### config.mk
export PLATFORM = sky130hd
export DESIGN_NAME = ice40_mac16_pipe
export DESIGN_NICKNAME = d
export VERILOG_FILES = /design/src/rtl/ice40_mac16_pipe.sv
export SDC_FILE = /design/constraint.sdc
export NUM_CORES = 1
export LEC_CHECK = 0
export ABC_AREA = 1
export CORE_UTILIZATION = 60
export CTS_BUF_LIST = sky130_fd_sc_hd__clkbuf_8 sky130_fd_sc_hd__clkbuf_16
export DETAILED_ROUTE_END_ITERATION = 10
export PLACE_DENSITY = 0.78
export REMOVE_ABC_BUFFERS = 1
export SLEW_MARGIN = 20
export SYNTH_ARGS = -nofsm -noshare
export SYNTH_HDL_FRONTEND = slang
export SYNTH_SLANG_ARGS = --single-unit
### constraint.sdc
create_clock -name Clock -period 15.5 [get_ports Clock]
set_input_delay 1.55 -clock Clock [delete_from_list [all_inputs] [get_ports Clock]]
set_output_delay 1.55 -clock Clock [all_outputs]
set_load 0.01 [all_outputs]
### src/rtl/ice40_mac16_pipe.sv
// Pipelined multiply-accumulate over valid/first/last framed bursts, saturating or truncating output.
// Latency: Last beat registered at edge t gives OutValid after edge t+MUL_STAGES+1.
// Backpressure: none; ClkEn=0 freezes every register, including OutValid.
module ice40_mac16_pipe #(
    parameter int A_W        = 16,
    parameter int B_W        = 16,
    parameter int ACC_W      = 40,
    parameter int OUT_W      = 32,
    parameter int MUL_STAGES = 2,
    parameter int SIGNED     = 1,
    parameter int SATURATE   = 1
) (
    input  logic             Clock,
    input  logic             Aclr_n,
    input  logic             ClkEn,
    input  logic             InValid,
    input  logic             InFirst,
    input  logic             InLast,
    input  logic [A_W-1:0]   DataA,
    input  logic [B_W-1:0]   DataB,
    output logic             OutValid,
    output logic [OUT_W-1:0] Result,
    output logic             Overflow
);
    localparam int   P_W = A_W + B_W;
    localparam logic SGN = (SIGNED != 0);
    localparam logic SAT = (SATURATE != 0);

    logic [A_W-1:0]   a_q;
    logic [B_W-1:0]   b_q;
    logic [2:0]       in_flg_q;
    logic [P_W-1:0]   a_ext, b_ext, prod_c;
    logic [P_W-1:0]   prod_q [MUL_STAGES];
    logic [2:0]       flg_q  [MUL_STAGES];
    logic [P_W-1:0]   p;
    logic             p_vld, p_fst, p_lst;
    logic [ACC_W-1:0] acc_q, acc_n, prod_ext, hi_s, hi_u;
    logic [ACC_W:0]   sum;
    logic             sticky_q, sticky_n, add_ovf, fits;
    logic [OUT_W-1:0] sat_val, res_n;

    // Operand input registers, matching the DSP block's input register stage.
    always_ff @(posedge Clock or negedge Aclr_n) begin
        if (!Aclr_n) begin
            a_q      <= '0;
            b_q      <= '0;
            in_flg_q <= '0;
        end else if (ClkEn) begin
            a_q      <= DataA;
            b_q      <= DataB;
            in_flg_q <= {InValid, InFirst, InLast};
        end
    end

    // Extending to the full product width keeps the low P_W bits exact for both modes.
    assign a_ext  = {{B_W{SGN & a_q[A_W-1]}}, a_q};
    assign b_ext  = {{A_W{SGN & b_q[B_W-1]}}, b_q};
    assign prod_c = a_ext * b_ext;

    always_ff @(posedge Clock or negedge Aclr_n) begin
        if (!Aclr_n) begin
            for (int i = 0; i < MUL_STAGES; i++) begin
                prod_q[i] <= '0;
                flg_q[i]  <= '0;
            end
        end else if (ClkEn) begin
            prod_q[0] <= prod_c;
            flg_q[0]  <= in_flg_q;
            for (int i = 1; i < MUL_STAGES; i++) begin
                prod_q[i] <= prod_q[i-1];
                flg_q[i]  <= flg_q[i-1];
            end
        end
    end

    assign p                   = prod_q[MUL_STAGES-1];
    assign {p_vld, p_fst, p_lst} = flg_q[MUL_STAGES-1];

    always_comb begin
        prod_ext          = {ACC_W{SGN & p[P_W-1]}};
        prod_ext[P_W-1:0] = p;
        sum               = {1'b0, acc_q} + {1'b0, prod_ext};
        if (SGN)
            add_ovf = (acc_q[ACC_W-1] == prod_ext[ACC_W-1]) && (sum[ACC_W-1] != acc_q[ACC_W-1]);
        else
            add_ovf = sum[ACC_W];
        acc_n    = p_fst ? prod_ext : sum[ACC_W-1:0];
        sticky_n = p_fst ? 1'b0 : (sticky_q | add_ovf);
        // Value fits OUT_W when the bits above the output range are pure sign (or zero) extension.
        hi_s     = $signed(acc_n) >>> (OUT_W - 1);
        hi_u     = acc_n >> OUT_W;
        fits     = SGN ? ((&hi_s) | ~(|hi_s)) : ~(|hi_u);
        if (!SGN)
            sat_val = '1;
        else if (acc_n[ACC_W-1])
            sat_val = {1'b1, {(OUT_W-1){1'b0}}};
        else
            sat_val = {1'b0, {(OUT_W-1){1'b1}}};
        res_n = (SAT && !fits) ? sat_val : acc_n[OUT_W-1:0];
    end

    always_ff @(posedge Clock or negedge Aclr_n) begin
        if (!Aclr_n) begin
            acc_q    <= '0;
            sticky_q <= 1'b0;
            OutValid <= 1'b0;
            Result   <= '0;
            Overflow <= 1'b0;
        end else if (ClkEn) begin
            OutValid <= p_vld & p_lst;
            if (p_vld) begin
                acc_q    <= acc_n;
                sticky_q <= sticky_n;
            end
            if (p_vld && p_lst) begin
                Result   <= res_n;
                Overflow <= sticky_n | ~fits;
            end
        end
    end
endmodule

==> results of run 1 <==
[layout by cell type (no fill, tap or decap), types with 3 or more instances in the layout]
master                            netlist  routed
sky130_fd_sc_hd__nand2_1              890     890
sky130_fd_sc_hd__inv_1                586     586
sky130_fd_sc_hd__fa_1                 263     263
sky130_fd_sc_hd__dfrtp_1              180     180
sky130_fd_sc_hd__ha_1                 121     121
sky130_fd_sc_hd__nor2_1               101     101
sky130_fd_sc_hd__o21ai_0               89      89
sky130_fd_sc_hd__clkdlybuf4s50_1        0      69
sky130_fd_sc_hd__a21oi_1               67      67
sky130_fd_sc_hd__nand3_1               60      60
sky130_fd_sc_hd__or2_2                 59      59
sky130_fd_sc_hd__a31oi_1               35      35
sky130_fd_sc_hd__a21oi_2               32      32
sky130_fd_sc_hd__nand2_2               28      28
sky130_fd_sc_hd__xnor2_1               18      18
sky130_fd_sc_hd__clkbuf_16              0      17
sky130_fd_sc_hd__nor3_1                16      16
sky130_fd_sc_hd__xor2_1                13      13
sky130_fd_sc_hd__nor2_2                13      13
sky130_fd_sc_hd__nand3_2               11      11
sky130_fd_sc_hd__buf_4                  0      10
sky130_fd_sc_hd__nand4_1                6       6
sky130_fd_sc_hd__inv_2                  4       5
sky130_fd_sc_hd__o21bai_1               4       4
sky130_fd_sc_hd__clkinvlp_4             0       4
sky130_fd_sc_hd__o21ai_1                3       3
sky130_fd_sc_hd__nor4_1                 3       3
sky130_fd_sc_hd__clkinv_1               4       3
sky130_fd_sc_hd__inv_6                  0       3
sky130_fd_sc_hd__clkbuf_8               0       3
[worst min-delay path: stages, from the launching register on]
cell	delay [ns]
sky130_fd_sc_hd__dfrtp_1	0.34
sky130_fd_sc_hd__nand2_1	0.05
sky130_fd_sc_hd__nand2_1	0.05
[cells in the mapped netlist (5+ instances only)]
cell type and instances:
sky130_fd_sc_hd__nand4_1 6, sky130_fd_sc_hd__nand3_1 60, sky130_fd_sc_hd__or2_2 59, sky130_fd_sc_hd__fa_1 263
sky130_fd_sc_hd__dfrtp_1 180, sky130_fd_sc_hd__a21oi_2 32, sky130_fd_sc_hd__nand3_2 11, sky130_fd_sc_hd__xnor2_1 18
sky130_fd_sc_hd__ha_1 121, sky130_fd_sc_hd__o21ai_0 89, sky130_fd_sc_hd__nand2_1 890, sky130_fd_sc_hd__nor2_1 101
sky130_fd_sc_hd__nor3_1 16, sky130_fd_sc_hd__nor2_2 13, sky130_fd_sc_hd__xor2_1 13, sky130_fd_sc_hd__nand2_2 28
sky130_fd_sc_hd__a21oi_1 67, sky130_fd_sc_hd__clkbuf_1 100, sky130_fd_sc_hd__buf_6 5, sky130_fd_sc_hd__a31oi_1 35
sky130_fd_sc_hd__inv_1 586
[metrics by stage]
stage               cells  utilization [%]  instance area (µm²)
finish               3180             65.5                22100
global route         3180             65.5                22100
CTS                  3180             65.5                22100
detailed placement   3150             63.8                21500
global placement     3150             63.8                21500
floorplan            2622                -                20100
[layer usage]
metal / global-route usage (%) / wire length [µm] / vias to the layer above
met4: 8.67 / 1120 / 0
li1: - / - / 8052
met5: 0 / 0 / -
met1: 40.7 / 22100 / 8109
met3: 3.94 / 2960 / 79
met2: 51.7 / 24500 / 540
[layout make-up]
cell class / instances / area share [%]
clock buffers: 19 / 2.05
well taps: 448 / 2.54
inverters: 594 / 10.1
repair buffers: 80 / 3.53
clock inverters: 11 / 0.573
flip-flops and latches: 180 / 20.4
multi-input cells: 1848 / 60.8
[path summary, 6_finish.rpt]
kind | end | slack [ns] | cells past startpoint
min in group asynchronous | p[4] | 1.23 | 1
max in group asynchronous | b_q[10] | 12.78 | 2
min reg2reg | p[27] | 0.46 | 2
max | prod_q[55] | 9.07 | 22
min | p[27] | 0.46 | 2
max reg2reg | prod_q[55] | 9.07 | 22
[cells by family after synthesis]
kind of cell | after synthesis | share of synthesized area [%]
AO/OA/AOI/OAI | 240 | 6.84
XOR/XNOR | 32 | 1.40
adder cells (fa/ha/maj) | 384 | 32.9
buffers and inverters | 705 | 13.1
flip-flops | 180 | 21.9
AND/OR/NAND/NOR | 1192 | 23.9
[state kept, by name (all words and copies together), names as in the netlist]
signal / flops
acc_q: 40
Result: 32
p: 32
prod_q: 32
a_q: 16
b_q: 16
flg_q: 6
in_flg_q: 3
OutValid: 1
Overflow: 1
sticky_q: 1
==> run_summary.xml, run 1 <==
<?xml version="1.0" encoding="UTF-8"?>
<metrics>
  <group name="final_layout">
    <metric name="n_antenna_cell" unit="">0</metric>
    <metric name="area_added_between_synthesis_and_finish" unit="%">7.04</metric>
    <metric name="multiInputGateArea" unit="mm²">0.0134</metric>
    <metric name="number_of_fill_cells_in_the_layout" unit="">2900</metric>
    <metric name="number_of_nets_in_the_finished_design" unit="">3143</metric>
    <metric name="drive_above_1_share" unit="%">7.10</metric>
    <metric name="final-seq-area" unit="mm²">0.00450</metric>
  </group>
  <group name="synthesis">
    <metric name="synth_largest_type_area_fraction" unit="%">25.5</metric>
    <metric name="synth_seq_cells" unit="">180</metric>
    <metric name="synth-warning-count" unit="">0</metric>
    <metric name="ys_seq_area_share" unit="%">21.9</metric>
    <metric name="synth_area_leader_cell" unit="">sky130_fd_sc_hd__fa_1</metric>
    <metric name="synthesis.area" unit="mm²">0.0206</metric>
    <metric name="synth_top_cells_by_area" unit="">sky130_fd_sc_hd__fa_1 (26%), sky130_fd_sc_hd__dfrtp_1 (22%), sky130_fd_sc_hd__nand2_1 (16%)</metric>
    <metric name="synth_area_per_cell" unit="µm²">7.54</metric>
    <metric name="synth_enable_flop_cells" unit="">0</metric>
    <metric name="postSynth.asyncResetShare" unit="%">100</metric>
    <metric name="netlist_instances" unit="">2733</metric>
    <metric name="yosys_most_used_dff" unit="">sky130_fd_sc_hd__dfrtp_1</metric>
    <metric name="yosysUniqueCellTypes" unit="">43</metric>
  </group>
  <group name="clocking">
    <metric name="cts-buffers-inserted" unit="">17</metric>
    <metric name="clock_tree_root" unit="">sky130_fd_sc_hd__clkbuf_16</metric>
    <metric name="ctsLongestPathBuffers" unit="">2</metric>
    <metric name="htreeDepth" unit="">4</metric>
    <metric name="post_cts_resize_count" unit="">0</metric>
    <metric name="cts_tree" unit="">yes</metric>
    <metric name="clock_transition_at_the_registers_of_the_reported_paths" unit="ns">0.08</metric>
    <metric name="clock-sinks" unit="">180</metric>
    <metric name="clkLatencyLatePin" unit="ns">0.46</metric>
    <metric name="cts_hold_buffers" unit="">0</metric>
    <metric name="post-cts-setup-buffer-count" unit="">0</metric>
  </group>
  <group name="critical_path">
    <metric name="critPathMostFrequentCell" unit="">sky130_fd_sc_hd__fa_1</metric>
    <metric name="critical-path-top-delay-family" unit="">adder cells</metric>
    <metric name="buf_inv_stages_crit_path" unit="">3</metric>
    <metric name="cp.arrival" unit="ns">6.77</metric>
    <metric name="cp_slowest_cell" unit="">sky130_fd_sc_hd__dfrtp_1</metric>
    <metric name="worst_ep_required_time" unit="ns">15.85</metric>
    <metric name="crit_fanout" unit="">17</metric>
    <metric name="setup.worst_path.start_class" unit="">flip-flop</metric>
    <metric name="cp_endpoint_kind" unit="">flip-flop</metric>
    <metric name="crit-reg2reg-launch" unit="">b_q[1]</metric>
    <metric name="cpPeakStageDelay" unit="ns">0.75</metric>
    <metric name="worst-setup-path-type" unit="">reg2reg</metric>
    <metric name="path_cells" unit="">nand2_1 -&gt; fa_1 -&gt; fa_1 -&gt; fa_1 -&gt; inv_1 -&gt; fa_1 -&gt; fa_1 -&gt; inv_1 -&gt; fa_1 -&gt; inv_1 -&gt; ha_1 -&gt; nand2_1 -&gt; nor2_1 -&gt; nor2_1 -&gt; o21ai_0 -&gt; a21oi_1 -&gt; o21ai_0 -&gt; nand2_1 -&gt; o211ai_1 -&gt; or2_2 -&gt; nand3_1 -&gt; nand2_1</metric>
    <metric name="setup.worst_path.start" unit="">b_q[1]</metric>
  </group>
  <group name="die">
    <metric name="fp.dieArea" unit="mm²">0.0351</metric>
    <metric name="row_count" unit="">67</metric>
    <metric name="floorplan.die.width" unit="µm">187</metric>
    <metric name="initial_utilization" unit="%">61.2</metric>
    <metric name="die_height" unit="µm">187</metric>
    <metric name="core_region_area" unit="mm²">0.0337</metric>
    <metric name="io_pins" unit="">72</metric>
  </group>
  <group name="run_status">
    <metric name="outcome" unit="">complete, no violations</metric>
  </group>
  <group name="timing">
    <metric name="fin_tns_setup" unit="ns">0</metric>
    <metric name="setup-violations-final" unit="">0</metric>
    <metric name="timing.fmax" unit="MHz">156</metric>
    <metric name="final_critical_path_share_of_the_clock_period" unit="%">41.5</metric>
    <metric name="worstMarginPinSlew" unit="ns">0.966</metric>
    <metric name="timing.final.hold_violations" unit="">0</metric>
    <metric name="timing.hold.ws" unit="ns">0.461</metric>
    <metric name="final_max_slew_viol_count" unit="">0</metric>
    <metric name="maxSlewHeadroom" unit="%">35.5</metric>
    <metric name="post-route-min-period" unit="ns">6.43</metric>
    <metric name="skew" unit="ns">0.0182</metric>
    <metric name="setup_repair_after_global_routing_missed_its_margin" unit="">no</metric>
    <metric name="setup_slack" unit="ns">9.07</metric>
  </group>
  <group name="hold_path">
    <metric name="worst_hold_path_type" unit="">reg2reg</metric>
    <metric name="holdCritStartpoint" unit="">prod_q[59]</metric>
  </group>
  <group name="global_route">
    <metric name="grt_usage" unit="%">30.3</metric>
    <metric name="grt_first_pass_wirelength" unit="µm">84700</metric>
    <metric name="grt_max_degree" unit="">110</metric>
    <metric name="globalRouteOverflowTotal" unit="">0</metric>
    <metric name="antenna_found_initial" unit="">0</metric>
    <metric name="grt_pass1_vias" unit="">17100</metric>
  </group>
  <group name="routing">
    <metric name="ant_nets" unit="">0</metric>
    <metric name="drc" unit="">0</metric>
    <metric name="vias" unit="">16800</metric>
    <metric name="drt_wl_total" unit="µm">50700</metric>
    <metric name="drt-initial-drc-count" unit="">1071</metric>
    <metric name="wire_per_inst" unit="µm">15.9</metric>
    <metric name="vias_per_cell" unit="">5.28</metric>
    <metric name="first_pass_iters" unit="">6</metric>
  </group>
  <group name="placed_design">
    <metric name="io_buffers" unit="">71</metric>
    <metric name="globalplace.congestion" unit="">0.977</metric>
    <metric name="dp_worst_setup_slack" unit="ns">9.18</metric>
    <metric name="detailed_place_hpwl" unit="µm">39700</metric>
  </group>
  <group name="run">
    <metric name="max_cap_violations" unit="">0</metric>
  </group>
</metrics>
Power of run 1 is left out: the tool's default activity adds up to more than one toggle a clock period on the data nets, which glitch-free logic cannot reach.
==> inputs of run 2 (changes only) <==
- CORE_UTILIZATION: 60 -> 58
- PLACE_DENSITY: 0.78 -> 0.79
- clock period: 15.5 -> 5.88 ns (I/O delays scaled with it)
==> run 2 against run 1 <==
Net effect: critical path type unchanged; register-to-register slack worse by 9.0 ns; die area is 3.4% higher; critical endpoint is now prod_q[63]; sequential share of layout area is 0.98 points lower; highest routed layer unchanged; worst setup slack worse by 9.0 ns; design area is 5.8% higher; non-clock buffer count is 105 higher.
==> run_summary.xml, run 2 (synthesis results as in run 1) <==
<?xml version="1.0" encoding="UTF-8"?>
<metrics>
  <group name="routing">
    <metric name="drt-initial-drc-count" unit="">1285</metric>
    <metric name="vias_per_cell" unit="">5.20</metric>
    <metric name="drc" unit="">0</metric>
    <metric name="vias" unit="">17100</metric>
    <metric name="wire_per_inst" unit="µm">15.8</metric>
    <metric name="ant_nets" unit="">0</metric>
    <metric name="drt_wl_total" unit="µm">52000</metric>
    <metric name="first_pass_iters" unit="">8</metric>
  </group>
  <group name="critical_path">
    <metric name="cp_endpoint_kind" unit="">flip-flop</metric>
    <metric name="crit_fanout" unit="">6</metric>
    <metric name="worst_ep_required_time" unit="ns">6.26</metric>
    <metric name="worst-setup-path-type" unit="">reg2reg</metric>
    <metric name="setup.worst_path.start_class" unit="">flip-flop</metric>
    <metric name="cp.arrival" unit="ns">6.18</metric>
    <metric name="worstRegToRegCells" unit="">25</metric>
  </group>
  <group name="timing">
    <metric name="post-route-min-period" unit="ns">5.80</metric>
    <metric name="maxSlewHeadroom" unit="%">37.4</metric>
    <metric name="timing.fmax" unit="MHz">172</metric>
    <metric name="setup-violations-final" unit="">0</metric>
    <metric name="fin_tns_setup" unit="ns">0</metric>
    <metric name="skew" unit="ns">0.0217</metric>
    <metric name="timing.final.hold_violations" unit="">0</metric>
    <metric name="final_critical_path_share_of_the_clock_period" unit="%">98.6</metric>
    <metric name="worstMarginPinSlew" unit="ns">0.938</metric>
    <metric name="setup_repair_after_global_routing_missed_its_margin" unit="">yes</metric>
    <metric name="final_max_slew_viol_count" unit="">0</metric>
  </group>
  <group name="die">
    <metric name="die_height" unit="µm">191</metric>
    <metric name="row_count" unit="">68</metric>
    <metric name="io_pins" unit="">72</metric>
    <metric name="core_region_area" unit="mm²">0.0348</metric>
    <metric name="floorplan.die.width" unit="µm">191</metric>
    <metric name="fp.dieArea" unit="mm²">0.0363</metric>
    <metric name="initial_utilization" unit="%">59.2</metric>
  </group>
  <group name="clocking">
    <metric name="clock_tree_root" unit="">sky130_fd_sc_hd__clkbuf_16</metric>
    <metric name="cts_tree" unit="">yes</metric>
    <metric name="cts-buffers-inserted" unit="">17</metric>
    <metric name="cts_hold_buffers" unit="">0</metric>
    <metric name="ctsLongestPathBuffers" unit="">2</metric>
    <metric name="clock-sinks" unit="">180</metric>
    <metric name="htreeDepth" unit="">4</metric>
    <metric name="clock_transition_at_the_registers_of_the_reported_paths" unit="ns">0.08</metric>
    <metric name="clkLatencyLatePin" unit="ns">0.47</metric>
  </group>
  <group name="run_status">
    <metric name="outcome" unit="">complete, no violations</metric>
  </group>
  <group name="global_route">
    <metric name="antenna_found_initial" unit="">0</metric>
    <metric name="grt_usage" unit="%">29.5</metric>
    <metric name="grt_pass1_vias" unit="">17000</metric>
    <metric name="grt_first_pass_wirelength" unit="µm">83900</metric>
    <metric name="globalRouteOverflowTotal" unit="">0</metric>
    <metric name="grt_max_degree" unit="">93</metric>
  </group>
  <group name="final_layout">
    <metric name="final-seq-area" unit="mm²">0.00454</metric>
    <metric name="largest_register_ffs" unit="">40</metric>
    <metric name="layout.cells.most_common" unit="">sky130_fd_sc_hd__nand2_1</metric>
    <metric name="area_added_between_synthesis_and_finish" unit="%">13.3</metric>
    <metric name="number_of_nets_in_the_finished_design" unit="">3248</metric>
    <metric name="drive_above_1_share" unit="%">14.2</metric>
    <metric name="number_of_fill_cells_in_the_layout" unit="">2907</metric>
    <metric name="largest_register" unit="">acc_q</metric>
    <metric name="layout.cells.most_common_list" unit="">sky130_fd_sc_hd__nand2_1 (877), sky130_fd_sc_hd__inv_1 (572), sky130_fd_sc_hd__fa_1 (254), sky130_fd_sc_hd__dfrtp_1 (153), sky130_fd_sc_hd__ha_1 (111)</metric>
    <metric name="multiInputGateArea" unit="mm²">0.0137</metric>
    <metric name="n_antenna_cell" unit="">0</metric>
  </group>
  <group name="hold_path">
    <metric name="worst_hold_path_type" unit="">in2async</metric>
  </group>
  <group name="placed_design">
    <metric name="io_buffers" unit="">71</metric>
    <metric name="detailed_place_hpwl" unit="µm">41100</metric>
    <metric name="globalplace.congestion" unit="">0.934</metric>
  </group>
  <group name="run">
    <metric name="max_cap_violations" unit="">0</metric>
  </group>
</metrics>
-- run 2: timing repair --
item | 4_1_cts | 5_1_grt
resized for setup | 11 | 122
endpoints found under the setup margin | 8 | 10
pin swaps | 0 | 42
buffers inserted | 0 | 36
-- run 2: per-stage QoR --
step           utilization (%)  instance area, µm²  worst slack (ns)  std cells  hold slack, ns
2_1_floorplan                -               20100             0.192       2622           0.292
3_3_place_gp              63.3               22000           -0.0305       3226           0.453
3_5_place_dp              63.3               22000            -0.159       3226           0.458
4_1_cts                   65.1               22700            0.0170       3258          0.0781
5_1_grt                   67.1               23400            -0.133       3294          0.0980
6_report                  67.1               23400            0.0798       3294          0.0635
-- run 2: area by class of cell --
cell class	count	area share, %
clock inverter	15	0.798
timing repair buffer	185	7.12
sequential	180	19.4
inverter	594	9.56
multi-input combinational	1848	58.8
clock buffer	17	1.82
tap	455	2.44
-- run 2: final timing paths --
path	startpoint	endpoint	slack [ns]
min in group Clock	flg_q[2]	flg_q[2]	0.47
max in group asynchronous	Aclr_n	b_q[11]	4.65
min reg2reg	flg_q[2]	flg_q[2]	0.47
max reg2reg	b_q[2]	prod_q[63]	0.08
max	b_q[2]	prod_q[63]	0.08
min	Aclr_n	Result[0]	0.06
-- run 2: metal layers --
metal	up-vias	global-route usage, %	part of all wire, %
li1	8277	-	-
met1	8192	39.8	44
met2	548	49.3	48
met3	103	4.49	5.5
met4	0	8.40	3.0
met5	-	0	0
-- run 2: worst max-delay path, stage by stage (launching register included) --
cell                      delay (ns)
sky130_fd_sc_hd__dfrtp_2        0.48
sky130_fd_sc_hd__buf_4          0.19
sky130_fd_sc_hd__nand2_1        0.08
sky130_fd_sc_hd__fa_1           0.49
sky130_fd_sc_hd__fa_1           0.51
sky130_fd_sc_hd__fa_1           0.51
sky130_fd_sc_hd__inv_1          0.06
sky130_fd_sc_hd__fa_1           0.46
sky130_fd_sc_hd__fa_1           0.54
sky130_fd_sc_hd__inv_2          0.04
sky130_fd_sc_hd__fa_1           0.51
sky130_fd_sc_hd__inv_2          0.05
sky130_fd_sc_hd__ha_4           0.27
sky130_fd_sc_hd__buf_6          0.12
sky130_fd_sc_hd__nand2_4        0.06
sky130_fd_sc_hd__inv_2          0.06
sky130_fd_sc_hd__nand3_4        0.07
sky130_fd_sc_hd__nor3_2         0.23
sky130_fd_sc_hd__buf_4          0.18
sky130_fd_sc_hd__nand3_4        0.09
sky130_fd_sc_hd__nand3_4        0.12
sky130_fd_sc_hd__nand3_2        0.07
sky130_fd_sc_hd__nand2_2        0.10
sky130_fd_sc_hd__a21oi_2        0.07
sky130_fd_sc_hd__or2_4          0.23
sky130_fd_sc_hd__a31oi_1        0.16
Power of run 2 is left out for the same reason.
